$ cat config.mk
export PLATFORM = sky130hd
export DESIGN_NAME = hex_scroll_marquee
export DESIGN_NICKNAME = d
export VERILOG_FILES = /design/src/rtl/hex_marquee_pkg.sv /design/src/rtl/hex_char_decoder.sv /design/src/rtl/hex_scroll_marquee.sv
export SDC_FILE = /design/constraint.sdc
export NUM_CORES = 1
export LEC_CHECK = 0
export ABC_AREA = 1
export BUFFER_PORTS_ARGS = -buffer_cell sky130_fd_sc_hd__buf_2
export CORE_MARGIN = 3
export CORE_UTILIZATION = 57
export DETAILED_ROUTE_END_ITERATION = 8
export GPL_ROUTABILITY_DRIVEN = 0
export PLACE_DENSITY = 0.81
export SYNTH_ARGS = -nofsm -noshare
export SYNTH_HDL_FRONTEND = slang
export SYNTH_SLANG_ARGS = --single-unit
export TNS_END_PERCENT = 50
$ cat constraint.sdc
create_clock -name clk -period 2.45 [get_ports clk]
set_clock_uncertainty 0.15 [all_clocks]
set_input_delay 0.3675 -clock clk [delete_from_list [all_inputs] [get_ports clk]]
set_output_delay 0.3675 -clock clk [all_outputs]
set_load 0.05 [all_outputs]
$ cat src/rtl/hex_marquee_pkg.sv
`default_nettype none
// +----------------------------------------------------------------------+
// | hex_marquee_pkg                                                      |
// | Character codes, segment patterns and FSM states for the marquee.    |
// | Rev 1.0                                                              |
// +----------------------------------------------------------------------+
package hex_marquee_pkg;

  typedef enum logic [2:0] {
    CH_D      = 3'd0,
    CH_E      = 3'd1,
    CH_ONE    = 3'd2,
    CH_ZERO   = 3'd3,
    CH_TWO    = 3'd4,
    CH_BLANK5 = 3'd5,
    CH_BLANK6 = 3'd6,
    CH_BLANK7 = 3'd7
  } char_code_e;

  // Active-low segment patterns, bit order {g,f,e,d,c,b,a}
  localparam logic [6:0] c_SEG_D    = 7'b0100001;
  localparam logic [6:0] c_SEG_E    = 7'b0000110;
  localparam logic [6:0] c_SEG_ONE  = 7'b1111001;
  localparam logic [6:0] c_SEG_ZERO = 7'b1000000;
  localparam logic [6:0] c_SEG_TWO  = 7'b0100100;
  localparam logic [6:0] BLANK_SEG  = 7'h7F;

  typedef enum logic [1:0] {
    ST_BLANK = 2'd0,
    ST_RUN   = 2'd1,
    ST_HOLD  = 2'd2
  } state_e;

endpackage
`default_nettype wire

$ cat src/rtl/hex_char_decoder.sv
`default_nettype none
// +----------------------------------------------------------------------+
// | hex_char_decoder                                                     |
// | Combinational 3-bit character code to active-low 7-segment pattern. |
// | Rev 1.0                                                              |
// +----------------------------------------------------------------------+
module hex_char_decoder
  import hex_marquee_pkg::*;
(
  input  char_code_e i_code,
  output logic [6:0] o_seg
);

  always_comb begin
    o_seg = BLANK_SEG;
    case (i_code)
      CH_D:    o_seg = c_SEG_D;
      CH_E:    o_seg = c_SEG_E;
      CH_ONE:  o_seg = c_SEG_ONE;
      CH_ZERO: o_seg = c_SEG_ZERO;
      CH_TWO:  o_seg = c_SEG_TWO;
      default: o_seg = BLANK_SEG;
    endcase
  end

endmodule
`default_nettype wire

$ cat src/rtl/hex_scroll_marquee.sv
`default_nettype none
// +----------------------------------------------------------------------+
// | hex_scroll_marquee                                                   |
// | Circular message scroller over NUM_DISP seven-segment displays.      |
// | Rev 1.0                                                              |
// +----------------------------------------------------------------------+
module hex_scroll_marquee
  import hex_marquee_pkg::*;
#(
  parameter int NUM_DISP = 8,
  parameter int MSG_LEN  = 8,
  parameter int TICK_DIV = 50_000_000
) (
  input  logic                             clk,
  input  logic                             rst_n,
  input  logic                             en,
  input  logic                             dir,
  input  logic                             step_btn,
  input  logic                             clr,
  input  logic [MSG_LEN-1:0][2:0]          msg,
  output logic [NUM_DISP-1:0][6:0]         hex_disp,
  output logic [$clog2(MSG_LEN+1)-1:0]     pos,
  output logic                             step_pulse
);

  localparam int c_POS_W   = $clog2(MSG_LEN + 1);
  localparam int c_PRESC_W = (TICK_DIV > 1) ? $clog2(TICK_DIV) : 1;
  localparam int c_IDX_W   = (MSG_LEN > 1) ? $clog2(MSG_LEN) : 1;

  localparam logic [c_PRESC_W-1:0] c_PRESC_LAST = c_PRESC_W'(TICK_DIV - 1);
  localparam logic [c_POS_W-1:0]   c_POS_LAST   = c_POS_W'(MSG_LEN - 1);

  state_e                      r_state;
  logic [c_PRESC_W-1:0]        r_presc;
  logic [c_POS_W-1:0]          r_pos;
  logic                        r_step_pulse;
  logic [NUM_DISP-1:0][6:0]    r_hex;

  logic                        r_sync1;
  logic                        r_sync2;
  logic                        r_btn_prev;

  logic                        w_btn_fall;
  logic                        w_tick;
  logic                        w_step;
  logic                        w_to_blank;
  logic [c_POS_W-1:0]          w_pos_nxt;
  logic [NUM_DISP-1:0][6:0]    w_seg;

  // Button idles high, so the synchroniser resets high to avoid a false press
  always_ff @(posedge clk or negedge rst_n) begin
    if (!rst_n) begin
      r_sync1    <= 1'b1;
      r_sync2    <= 1'b1;
      r_btn_prev <= 1'b1;
    end else begin
      r_sync1    <= step_btn;
      r_sync2    <= r_sync1;
      r_btn_prev <= r_sync2;
    end
  end

  assign w_btn_fall = r_btn_prev & ~r_sync2;

  assign w_tick     = (r_state == ST_RUN) && (r_presc == c_PRESC_LAST);
  assign w_step     = !clr && (w_tick || ((r_state == ST_HOLD) && w_btn_fall));
  assign w_to_blank = clr || ((r_state == ST_BLANK) && !en);

  always_comb begin
    w_pos_nxt = r_pos;
    if (dir) begin
      w_pos_nxt = (r_pos == '0) ? c_POS_LAST : r_pos - 1'b1;
    end else begin
      w_pos_nxt = (r_pos == c_POS_LAST) ? '0 : r_pos + 1'b1;
    end
  end

  // Display k (k = NUM_DISP-1 is leftmost) shows msg[(pos + NUM_DISP-1-k) mod MSG_LEN]
  for (genvar k = 0; k < NUM_DISP; k++) begin : g_disp
    logic [5:0]         w_sum;
    logic [c_IDX_W-1:0] w_idx;

    assign w_sum = 6'(r_pos) + 6'(NUM_DISP - 1 - k);
    assign w_idx = c_IDX_W'(w_sum % 6'(MSG_LEN));

    hex_char_decoder u_dec (
      .i_code (char_code_e'(msg[w_idx])),
      .o_seg  (w_seg[k])
    );
  end

  always_ff @(posedge clk or negedge rst_n) begin
    if (!rst_n) begin
      r_state      <= ST_BLANK;
      r_presc      <= '0;
      r_pos        <= '0;
      r_step_pulse <= 1'b0;
      r_hex        <= {NUM_DISP{BLANK_SEG}};
    end else begin
      r_step_pulse <= w_step;
      r_hex        <= w_to_blank ? {NUM_DISP{BLANK_SEG}} : w_seg;
      if (clr) begin
        r_state <= ST_BLANK;
        r_presc <= '0;
        r_pos   <= '0;
      end else begin
        if (w_step) begin
          r_pos <= w_pos_nxt;
        end
        case (r_state)
          ST_BLANK: begin
            r_presc <= '0;
            r_pos   <= '0;
            if (en) begin
              r_state <= ST_RUN;
            end
          end
          ST_RUN: begin
            // A terminal count coinciding with en falling still steps, then holds
            r_presc <= w_tick ? '0 : r_presc + 1'b1;
            if (!en) begin
              r_state <= ST_HOLD;
            end
          end
          ST_HOLD: begin
            if (en) begin
              r_state <= ST_RUN;
            end
          end
          default: begin
            r_state <= ST_BLANK;
          end
        endcase
      end
    end
  end

  assign hex_disp   = r_hex;
  assign pos        = r_pos;
  assign step_pulse = r_step_pulse;

endmodule
`default_nettype wire

==> Word-level counts from Yosys, hierarchy flattened <==
Cells that the tools add are included.
{ "totals": {"register_bits": 92, "inputBits": 30, "elab_cells": 133} }
{ "classes": {"order_cmp": 8, "muxes": 38, "n_reduce_logical": 22, "bitwise": 2, "eq_ne": 38, "add_sub_neg": 10} }
{ "op_table": {"columns": ["cell", "n"], "rows": [
  ["$pmux W7 S5", 8],
  ["$bmux W3 S3", 8],
  ["$mux W56", 1],
  ["$mux W26", 2],
  ["$pmux W26 S2", 1],
  ["$eq A3 B2 Y1 const B", 16],
  ["$lt A3 B4 Y1 const B", 8],
  ["$add A26 B1 Y26 const B", 1],
  ["$eq A26 B26 Y1 const B", 1],
  ["$eq A3 B1 Y1 const B", 8],
  ["$eq A3 B3 Y1 const B", 8],
  ["$logic_not A3 Y1", 8],
  ["$mux W3", 8],
  ["$mux W4", 6],
  ["$add A3 B3 Y3 const B", 4],
  ["$add A3 B2 Y3 const B", 2],
  ["$mux W2", 3],
  ["$reduce_bool A3 Y1", 2],
  ["$add A4 B1 Y4 const B", 1],
  ["$eq A4 B3 Y1 const B", 1],
  ["$logic_and A1 B1 Y1", 4],
  ["$logic_not A4 Y1", 1],
  ["$pmux W2 S2", 1],
  ["$sub A4 B1 Y4 const B", 1],
  ["12 further kinds", 14]
]} }

==> Depth between registers and ports, before layout <==
Gate-level depths: netlist (run 1).
{ "depth": {"depth_word": 8, "depth_mapped": 12, "mapped_depth_nobuf": 10} }

==> By module <==
Synthesis (run 1) repeated with hierarchy kept, for this count alone.
{ "hier_totals": {"hier_cells": 812, "hier_area_um2": 5591.6} }
{ "modules_own_cells": {"columns": ["mod", "area_per_inst_um2", "n_inst", "cells_per_inst", "seq_area_each_um2"], "rows": [
  ["hex_scroll_marquee", 5101.1, 1, 700, 2376.0],
  ["hex_char_decoder", 61.3, 8, 14, 0.0]
]} }

==> Worst setup path after synthesis (run 1) <==
Ideal clock, no wire load.
{ "synth_timing": {"path_type": "register -> register", "startpoint": "register r_pos[1] (netlist: pos[1])", "endpoint": "register r_hex (netlist bit hex_disp[14])", "t_arrival_ns": 2.154, "n_path_buf": 2, "stages_incl_launch_ff": 11, "t_required_ns": 2.216, "setup_ns": 0.084, "slack_ns": 0.062, "cell_sequence": "dfrtp_1 inv_1 buf_2 ha_1 inv_1 buf_2 o211ai_1 nand3_1 nand3_1 nand2_1 nand3_1"} }
{ "synth_between": {"elab_chain_cells": 6} }
{ "synth_lines": {"columns": ["element", "line", "rtl"], "rows": [
  ["start, declared", "hex_scroll_marquee.sv:35", "logic [c_POS_W-1:0] r_pos;"],
  ["start signal, assigned", "hex_scroll_marquee.sv:108", "r_pos <= w_pos_nxt;"],
  ["$add A3 B3 Y3 *", "hex_scroll_marquee.sv:83", "assign w_sum = 6'(r_pos) + 6'(NUM_DISP - 1 - k);"],
  ["$bmux W3 S3 *", "hex_scroll_marquee.sv:87", ".i_code (char_code_e'(msg[w_idx])),"],
  ["$mux W3 (not written as such) *", "hex_scroll_marquee.sv:87", null],
  ["$eq A3 B3 Y1 (tied with other cells)", "hex_char_decoder.sv:16", "case (i_code)"],
  ["$pmux W7 S5 *", "hex_char_decoder.sv:16", null],
  ["$mux W56 *", "hex_scroll_marquee.sv:101", "r_hex <= w_to_blank ? {NUM_DISP{BLANK_SEG}} : w_seg;"],
  ["end signal, assigned", "hex_scroll_marquee.sv:98", "r_hex <= {NUM_DISP{BLANK_SEG}};"],
  ["end signal, assigned", "hex_scroll_marquee.sv:101", null],
  ["end, declared", "hex_scroll_marquee.sv:37", "logic [NUM_DISP-1:0][6:0] r_hex;"]
]} }
Mark *: on every way between the ends. The rest lies on a longest branch, timed or not. The select of a mux whose other input is x is not followed.
A chain may end at the register's enable or synchronous reset.

==> Final worst setup path (run 1) <==
{ "layout_timing": {"startpoint": "register r_pos[0] (netlist: pos[0])", "endpoint": "register r_hex (netlist bit hex_disp[1])"} }
The elaborated chain is that of the path after synthesis.

==> run summary, run 1 <==
Number of inserted diodes: 0
Initial Utilization: 59.1%
Die span in x: 101 um
Worst supply voltage drop on vdd: 0.430 mV
Worst EP arrival: 2320 ps
Routed length per placed instance: 14.0 um
Router iterations before antenna repair: 9
Outcome: finished, final reports clean
Power after layout: 4.09 mW
Remaining antenna violation count: 0
Number of port buffers: 90
Reg2reg setup slack: 280 ps
Rel. slew slack: 61.7%
Endpoint of the worst hold-timing path: r_state[1]
Count of H-tree levels built during CTS: 3
Count of cells along the worst hold path: 2
Total global routing overflow: 0
TritonCTS clock tree: yes
Synthesized netlist cell count: 718
Worst r2r dst: hex_disp[1]
Number of distinct library cell variants in the gate-level netlist after synthesis: 39
Worst Setup Path Type: reg -> reg
Combined flip-flop and latch cell area: 0.00217 sq mm
Detailed placement HPWL: 9720 um
Number of antenna violations at the first check in global routing: 0
Sinks on the clock net: 84
Minimum clock period after layout: 2170 ps
Maximum number of pins on one net before global-route repair: 47
Clock-pin slew on the worst setup and hold paths: 90 ps
Number of fillers in the final layout: 745
DIE AREA: 0.0103 sq mm
Adder-cell share of the synthesized area: 1.45%
Total power divided by cell area: 697 mW/mm^2
Mux contribution to synthesized area: 0%
Max Slew Vio Count: 0
Multi-input gate area in the final layout: 0.00256 sq mm
Switching part of the total power: 41.2%
GR Util All Layers: 25.8%
Global-route wire length before repair: 21300 um
Number of max-cap violations: 0
RSZ-0062 raised after global routing: false
Worst-path fanout max: 18
Count of nets after finishing: 839
Combinational fraction of design power: 34.2%
Leakage: 2.82 nW
Critical path's slowest cell: xor2_2
Area of the mapped netlist: 0.00518 sq mm
Cell taking the most area after synthesis: dfstp_2
Part of the power in registers: 40.6%
Total of endpoints with negative setup slack in the final report: 0
Maximum buffer depth of the clock tree: 2
Clock root buffer master: clkbuf_8
Maximum clock frequency: 0.461 GHz
Top cells by area, synth: dfstp_2, nand2_1, dfrtp_1, nand3_1, nor2_1
Final WL: 12900 um
Synth Area in XOR/XNOR: 1.33%
Fin Hold WS: 33.0 ps
Worst Reg2Reg Path Length in Cells: 9
Core region area: 0.00876 sq mm
Primary flip-flop cell chosen by synthesis mapping: dfstp_2
Net count of the mapped netlist: 754
Compound-gate portion of the synthesized area: 6.81%
Hold Path Origin: en
Crit path capture type: flip-flop
Cells traversed along the worst timing path: inv_4 > ha_1 > xor2_2 > inv_2 > nand3_1 > nand2_1 > nand2_1 > nand2_1 > nand2_1
Number of buffers created by CTS: 9
Area share of and/or/nand/nor cells after synthesis: 39.9%
Cell internal pwr: 2.41 mW
Worst EP required: 2600 ps
Final routed DRC violation total: 0
Largest family of logic cells by synthesized area: simple AND/OR/NAND/NOR gates
DRC violation total after the first TritonRoute iteration: 420
Number of global-route vias before repair: 4555
Quantity of gates resized following cts: 0
Transition at the pin with the smallest max-transition slack: 574 ps
Part of the Yosys area used for sequential elements: 41.8%
Total net switching power: 1.68 mW
Register bit count reported by yosys: 84
Launch instance of the worst register-to-register path: pos[0]
I/O pins: 91
Layout-stage area growth over the synthesis result: 13.2%
Leading cell types by count after synthesis: nand2_1, nand3_1, nor2_1, inv_1, dfstp_2
Height of the die: 101 um
CP dominant cell by count: nand2_1
TNS Setup: 0 ps
Largest stage delay on the critical path: 440 ps
Fraction of final layout cells sized beyond drive strength 1: 24.0%
EDFF count, synth: 0
Nature of the critical path startpoint: flip-flop
Placement Rows: 34
Via Count: 5061
HP Class: in -> reg
Portion of total power attributed to the clock network: 25.3%
Fraction of the cycle the final worst path needs: 88.5%
Count leader, synth: nand2_1
Average cell area after synthesis: 7.22 sq um
Proportion of register bits with asynchronous set or reset after synthesis: 100%
Clock latency reported for the late side of the worst-skew pair: 360 ps
Count of yosys warnings during synthesis: 0
Area fraction of the dominant cell type after synthesis: 25.9%
Detailed-route vias per instance: 5.53
Count of endpoints failing hold in the final timing report: 0
how the worst max path moves through the flow:
stage / startpoint / end
floorplan: pos[1] / hex_disp[14]
global placement: pos[0] / hex_disp[5]
detailed placement: pos[0] / hex_disp[1]
CTS: pos[0] / hex_disp[1]
global route: pos[0] / hex_disp[1]
finish: pos[0] / hex_disp[1]
sequential cells by signal (all words and copies together) (netlist names):
signal	flops
hex_disp	48
r_presc	26
pos	4
r_state	2
r_btn_prev	1
r_sync1	1
r_sync2	1
step_pulse	1
critical path: cells and delay by family (launching register included):
family	cells	cell delay, ps
AND/OR/NAND/NOR	5	500
adder cells (fa/ha/maj)	1	240
flip-flops	1	420
XOR/XNOR	1	440
buffers and inverters	2	350
layer usage:
metal,track usage (%),share of wire (%),up-vias
met4,7.67,1.6,0
met1,35.6,43,2329
li1,-,-,2480
met3,4.06,7.4,24
met5,0,0,-
met2,42.1,48,228
cell type report:
type	count	area share (%)
repair buffers	100	9.30
flip-flops and latches	84	36.9
multi-input cells	541	43.7
clock buffers	10	2.18
inverters	67	4.37
clock inverters	6	1.22
well taps	108	2.30
repair_timing:
action	CTS	global route
hold buffers	2	0
buffers inserted	0	0
hold endpoints to repair	10	0
endpoints found under the setup margin	0	0
metrics by stage:
stage	cells	setup slack (ps)	utilization (%)	area (sq um)
2_1_floorplan	718	62.4	-	5180
3_3_place_gp	898	485	64.4	5650
3_5_place_dp	898	378	64.4	5650
4_1_cts	916	333	66.9	5870
5_1_grt	916	105	66.9	5870
6_report	916	282	66.9	5870
power by group through the flow:
stage | combinational, mW | clock, mW | sequential, mW
after floorplan | 0.647 | 0 | 2.15
after global placement | 1.36 | 0 | 1.68
after detailed placement | 1.39 | 0 | 1.68
after CTS | 1.40 | 1.05 | 1.66
after global routing | 1.51 | 1.09 | 1.68
final | 1.40 | 1.03 | 1.66
placed cells by master (no fill, tap or decap), types with 8 or more instances in the layout:
| cell type | count |
|---|---|
| a21oi_1 | 15 |
| buf_2 | 89 |
| buf_4 | 8 |
| clkbuf_8 | 9 |
| dfrtp_1 | 33 |
| dfstp_2 | 51 |
| inv_1 | 60 |
| nand2_1 | 251 |
| nand3_1 | 120 |
| nand4_1 | 9 |
| nor2_1 | 62 |
| o211ai_1 | 16 |
| o21ai_0 | 12 |
kinds of logic after synthesis:
kind of cell             after synthesis
flip-flops                            84
AO/OA/AOI/OAI                         57
AND/OR/NAND/NOR                      471
XOR/XNOR                               7
adder cells (fa/ha/maj)                6
buffers and inverters                 93
No activity file was read; power rests on OpenSTA's default activity.
==> run 2: changes to the inputs <==
- ABC_AREA: 1 -> not set
- CELL_PAD_IN_SITES_DETAIL_PLACEMENT: not set -> 1
- CELL_PAD_IN_SITES_GLOBAL_PLACEMENT: not set -> 1
- CORE_UTILIZATION: 57 -> 44
- PLACE_DENSITY: 0.81 -> not set
- PLACE_DENSITY_LB_ADDON: not set -> 0.1
==> run summary, run 2 <==
Height of the die: 111 um (+9.1%)
Switching part of the total power: 31.9% (-9.3 points)
Total net switching power: 0.989 mW (-41%)
Adder-cell share of the synthesized area: 1.56% (+0.11 points)
Final cell area excluding filler cells: 0.00575 sq mm (-2.0%)
Via Count: 3859 (-24%)
Total global routing overflow: 0 (unchanged)
Outcome: finished, final reports clean
Proportion of register bits with asynchronous set or reset after synthesis: 100% (unchanged)
Power after layout: 3.10 mW (-24%)
Maximum clock frequency: 0.424 GHz (-8.1%)
Clock root buffer master: clkbuf_8
Largest family of logic cells by synthesized area: simple AND/OR/NAND/NOR gates
Cell taking the most area after synthesis: dfstp_2
Area of the mapped netlist: 0.00481 sq mm (-7.1%)
Average cell area after synthesis: 10.6 sq um (+47%)
Worst EP required: 2560 ps (-40 ps)
Worst setup slack before clock tree synthesis: 89.0 ps (-289 ps)
Leakage: 2.30 nW (-18%)
Top cells by area, synth: dfstp_2, dfrtp_1, mux4_2, nand2_1, mux2i_1
Count of yosys warnings during synthesis: 0 (unchanged)
Nature of the critical path startpoint: flip-flop
Post-route non-filler standard cell count: 694 (-24%)
Register bit count reported by yosys: 84 (unchanged)
DRC violation total after the first TritonRoute iteration: 294 (-30%)
Area share of and/or/nand/nor cells after synthesis: 19.3% (-21 points)
Area fraction of the dominant cell type after synthesis: 27.8% (+2.0 points)
DIE AREA: 0.0122 sq mm (+19%)
HP Class: in -> reg
Detailed placement HPWL: 9180 um (-5.5%)
Fraction of final layout cells sized beyond drive strength 1: 40.9% (+17 points)
Worst supply voltage drop on vdd: 0.276 mV (-36%)
Fin Hold WS: 144 ps (+111 ps)
Transition at the pin with the smallest max-transition slack: 693 ps (+119 ps)
Combinational fraction of design power: 17.7% (-17 points)
Number of inserted diodes: 0 (unchanged)
Most common library cell in the layout ignoring fill and taps: buf_2
Clock-pin slew on the worst setup and hold paths: 100 ps (about the same)
Net count of the mapped netlist: 491 (-35%)
Final Core Density: 55.0% (-12 points)
RSZ-0062 raised after global routing: true
Die span in x: 111 um (+9.1%)
Rel. slew slack: 53.4% (-8.3 points)
Part of the Yosys area used for sequential elements: 45.0% (+3.2 points)
Initial Utilization: 46.0% (-13 points)
Detailed-route vias per instance: 5.56 (+0.64%)
Max Slew Vio Count: 0 (unchanged)
Maximum number of pins on one net before global-route repair: 49 (+4.3%)
Total power divided by cell area: 539 mW/mm^2 (-23%)
Flip-flop count of the largest register, all copies and words added: 48 (unchanged)
Clock latency reported for the late side of the worst-skew pair: 370 ps (about the same)
Final WL: 12300 um (-4.3%)
Remaining antenna violation count: 0 (unchanged)
Router iterations before antenna repair: 4 (-5)
Compound-gate portion of the synthesized area: 9.96% (+3.1 points)
Number of port buffers: 90 (unchanged)
TritonCTS clock tree: yes
Critical path's slowest cell: or4b_1
Number of antenna violations at the first check in global routing: 0 (unchanged)
Layout-stage area growth over the synthesis result: 19.5%
Synth Area in XOR/XNOR: 3.46% (+2.1 points)
Number of distinct library cell variants in the gate-level netlist after synthesis: 61 (+56%)
Count of endpoints failing hold in the final timing report: 0 (unchanged)
Maximum buffer depth of the clock tree: 2 (unchanged)
Count of H-tree levels built during CTS: 3 (unchanged)
Final routed DRC violation total: 0 (unchanged)
Sinks on the clock net: 84 (unchanged)
Leading cell types by count after synthesis: nand2_1, dfstp_2, nor2_1, dfrtp_1, o21ai_0
Primary flip-flop cell chosen by synthesis mapping: dfstp_2
Area post-placement: 0.00545 sq mm (-3.6%)
Count leader, synth: nand2_1
Count of nets after finishing: 589 (-30%)
Number of max-cap violations: 0 (unchanged)
Number of buffers created by CTS: 9 (unchanged)
I/O pins: 91 (unchanged)
EDFF count, synth: 0 (unchanged)
Total of endpoints with negative setup slack in the final report: 0 (unchanged)
Worst EP arrival: 2470 ps (+150 ps)
Synthesized netlist cell count: 455 (-37%)
Minimum clock period after layout: 2360 ps (+190 ps)
Worst Setup Slack, final: 92.0 ps (-190 ps)
Worst Setup Path Type: reg -> reg
Core region area: 0.0105 sq mm (+19%)
Largest stage delay on the critical path: 630 ps (+190 ps)
Number of instances in the placed design: 668 (-26%)
Worst-path fanout max: 15 (-3)
Global-route wire length before repair: 20600 um (-3.1%)
Crit path capture type: flip-flop
Commonest non-fill, non-tap cells in the layout: buf_2, nand2_1, dfstp_2
Cells traversed along the worst timing path: or4b_1 > nor4_4 > a21boi_2 > and3_1 > a221o_1
Number of global-route vias before repair: 3952 (-13%)
Cell internal pwr: 2.11 mW (-12%)
Fraction of the cycle the final worst path needs: 96.2% (+7.8 points)
Number of fillers in the final layout: 1162 (+56%)
GR Util All Layers: 20.5% (-5.2 points)
Part of the power in registers: 48.1% (+7.5 points)
Placement Rows: 37 (+8.8%)
Portion of total power attributed to the clock network: 34.2% (+8.9 points)
Routed length per placed instance: 17.7 um (+26%)
TNS Setup: 0 ps (unchanged)
Mux contribution to synthesized area: 15.9% (+16 points)
-- run 2: changes by cell type in the layout (fill, tap and decap cells not counted), moves of 10 or more --
cell / delta
mux2i_1: +13
nand2b_1: +10
o21ai_0: +12
inv_1: -47
nor2_1: -19
nand3_1: -104
and2_1: +15
buf_4: +15
nand2_1: -197
mux4_2: +24
-- run 2: power by group through the flow --
stage          Combinational, mW  Clock (mW)  Sequential, mW
3_5_place_dp               0.544           0            1.52
3_3_place_gp               0.533           0            1.51
5_1_grt                    0.589        1.17            1.50
2_1_floorplan              0.212           0            1.69
6_report                   0.548        1.06            1.49
4_1_cts                    0.549        1.09            1.49
-- run 2: path summary, 6_finish.rpt --
path | from | end | slack [ps] | cells past startpoint
worst min register to register | r_sync1 | r_sync2 | 210 | 0
worst max register to register | r_presc[16] | r_presc[25] | 90 | 5
max in group asynchronous | rst_n | hex_disp[55] | 1110 | 3
worst max-delay path | r_presc[16] | r_presc[25] | 90 | 5
min in group asynchronous | rst_n | r_presc[13] | 360 | 2
worst min-delay path | clr | r_state[1] | 140 | 2
-- run 2: timing repair --
action | CTS | global route
setup buffers | 0 | 7
resized for setup | 0 | 3
setup endpoints to repair | 0 | 4
endpoints found under the hold margin | 6 | 0
hold buffers | 3 | 0
-- run 2: cell families (layout without fill, tap and decap cells) --
family                     Yosys count  count (layout)
buffers and inverters               45             148
and+or+nand+nor                    182             182
xor gates and xnor gates            19              19
muxes                               46              46
DFF                                 84              84
adders and majority gates            6               6
AOI/OAI and AO/OA                   73              73
-- run 2: area by class of cell --
cell class,count,area [sq um],share of cell area [%]
multi-input cells,326,2460,42.8
flip-flops and latches,84,2170,37.7
repair buffers,117,688,12.0
well taps,136,170,2.96
clock buffers,9,124,2.15
clock inverters,7,78.8,1.37
inverters,15,58.8,1.02
-- run 2: critical path, delay by kind of cell, from the launching register on --
kind	cells	cell delay (ps)
DFF	1	420
and+or+nand+nor	3	1230
AOI/OAI and AO/OA	2	470
-- run 2: layer usage --
layer	track usage (%)	share of wire [%]	wire length (um)	up-vias
met2	31.1	46	5720	92
met4	7.14	1.5	190	0
met1	29.7	48	5870	1939
li1	-	-	-	1816
met5	0	0	0	-
met3	3.73	4.3	535	12
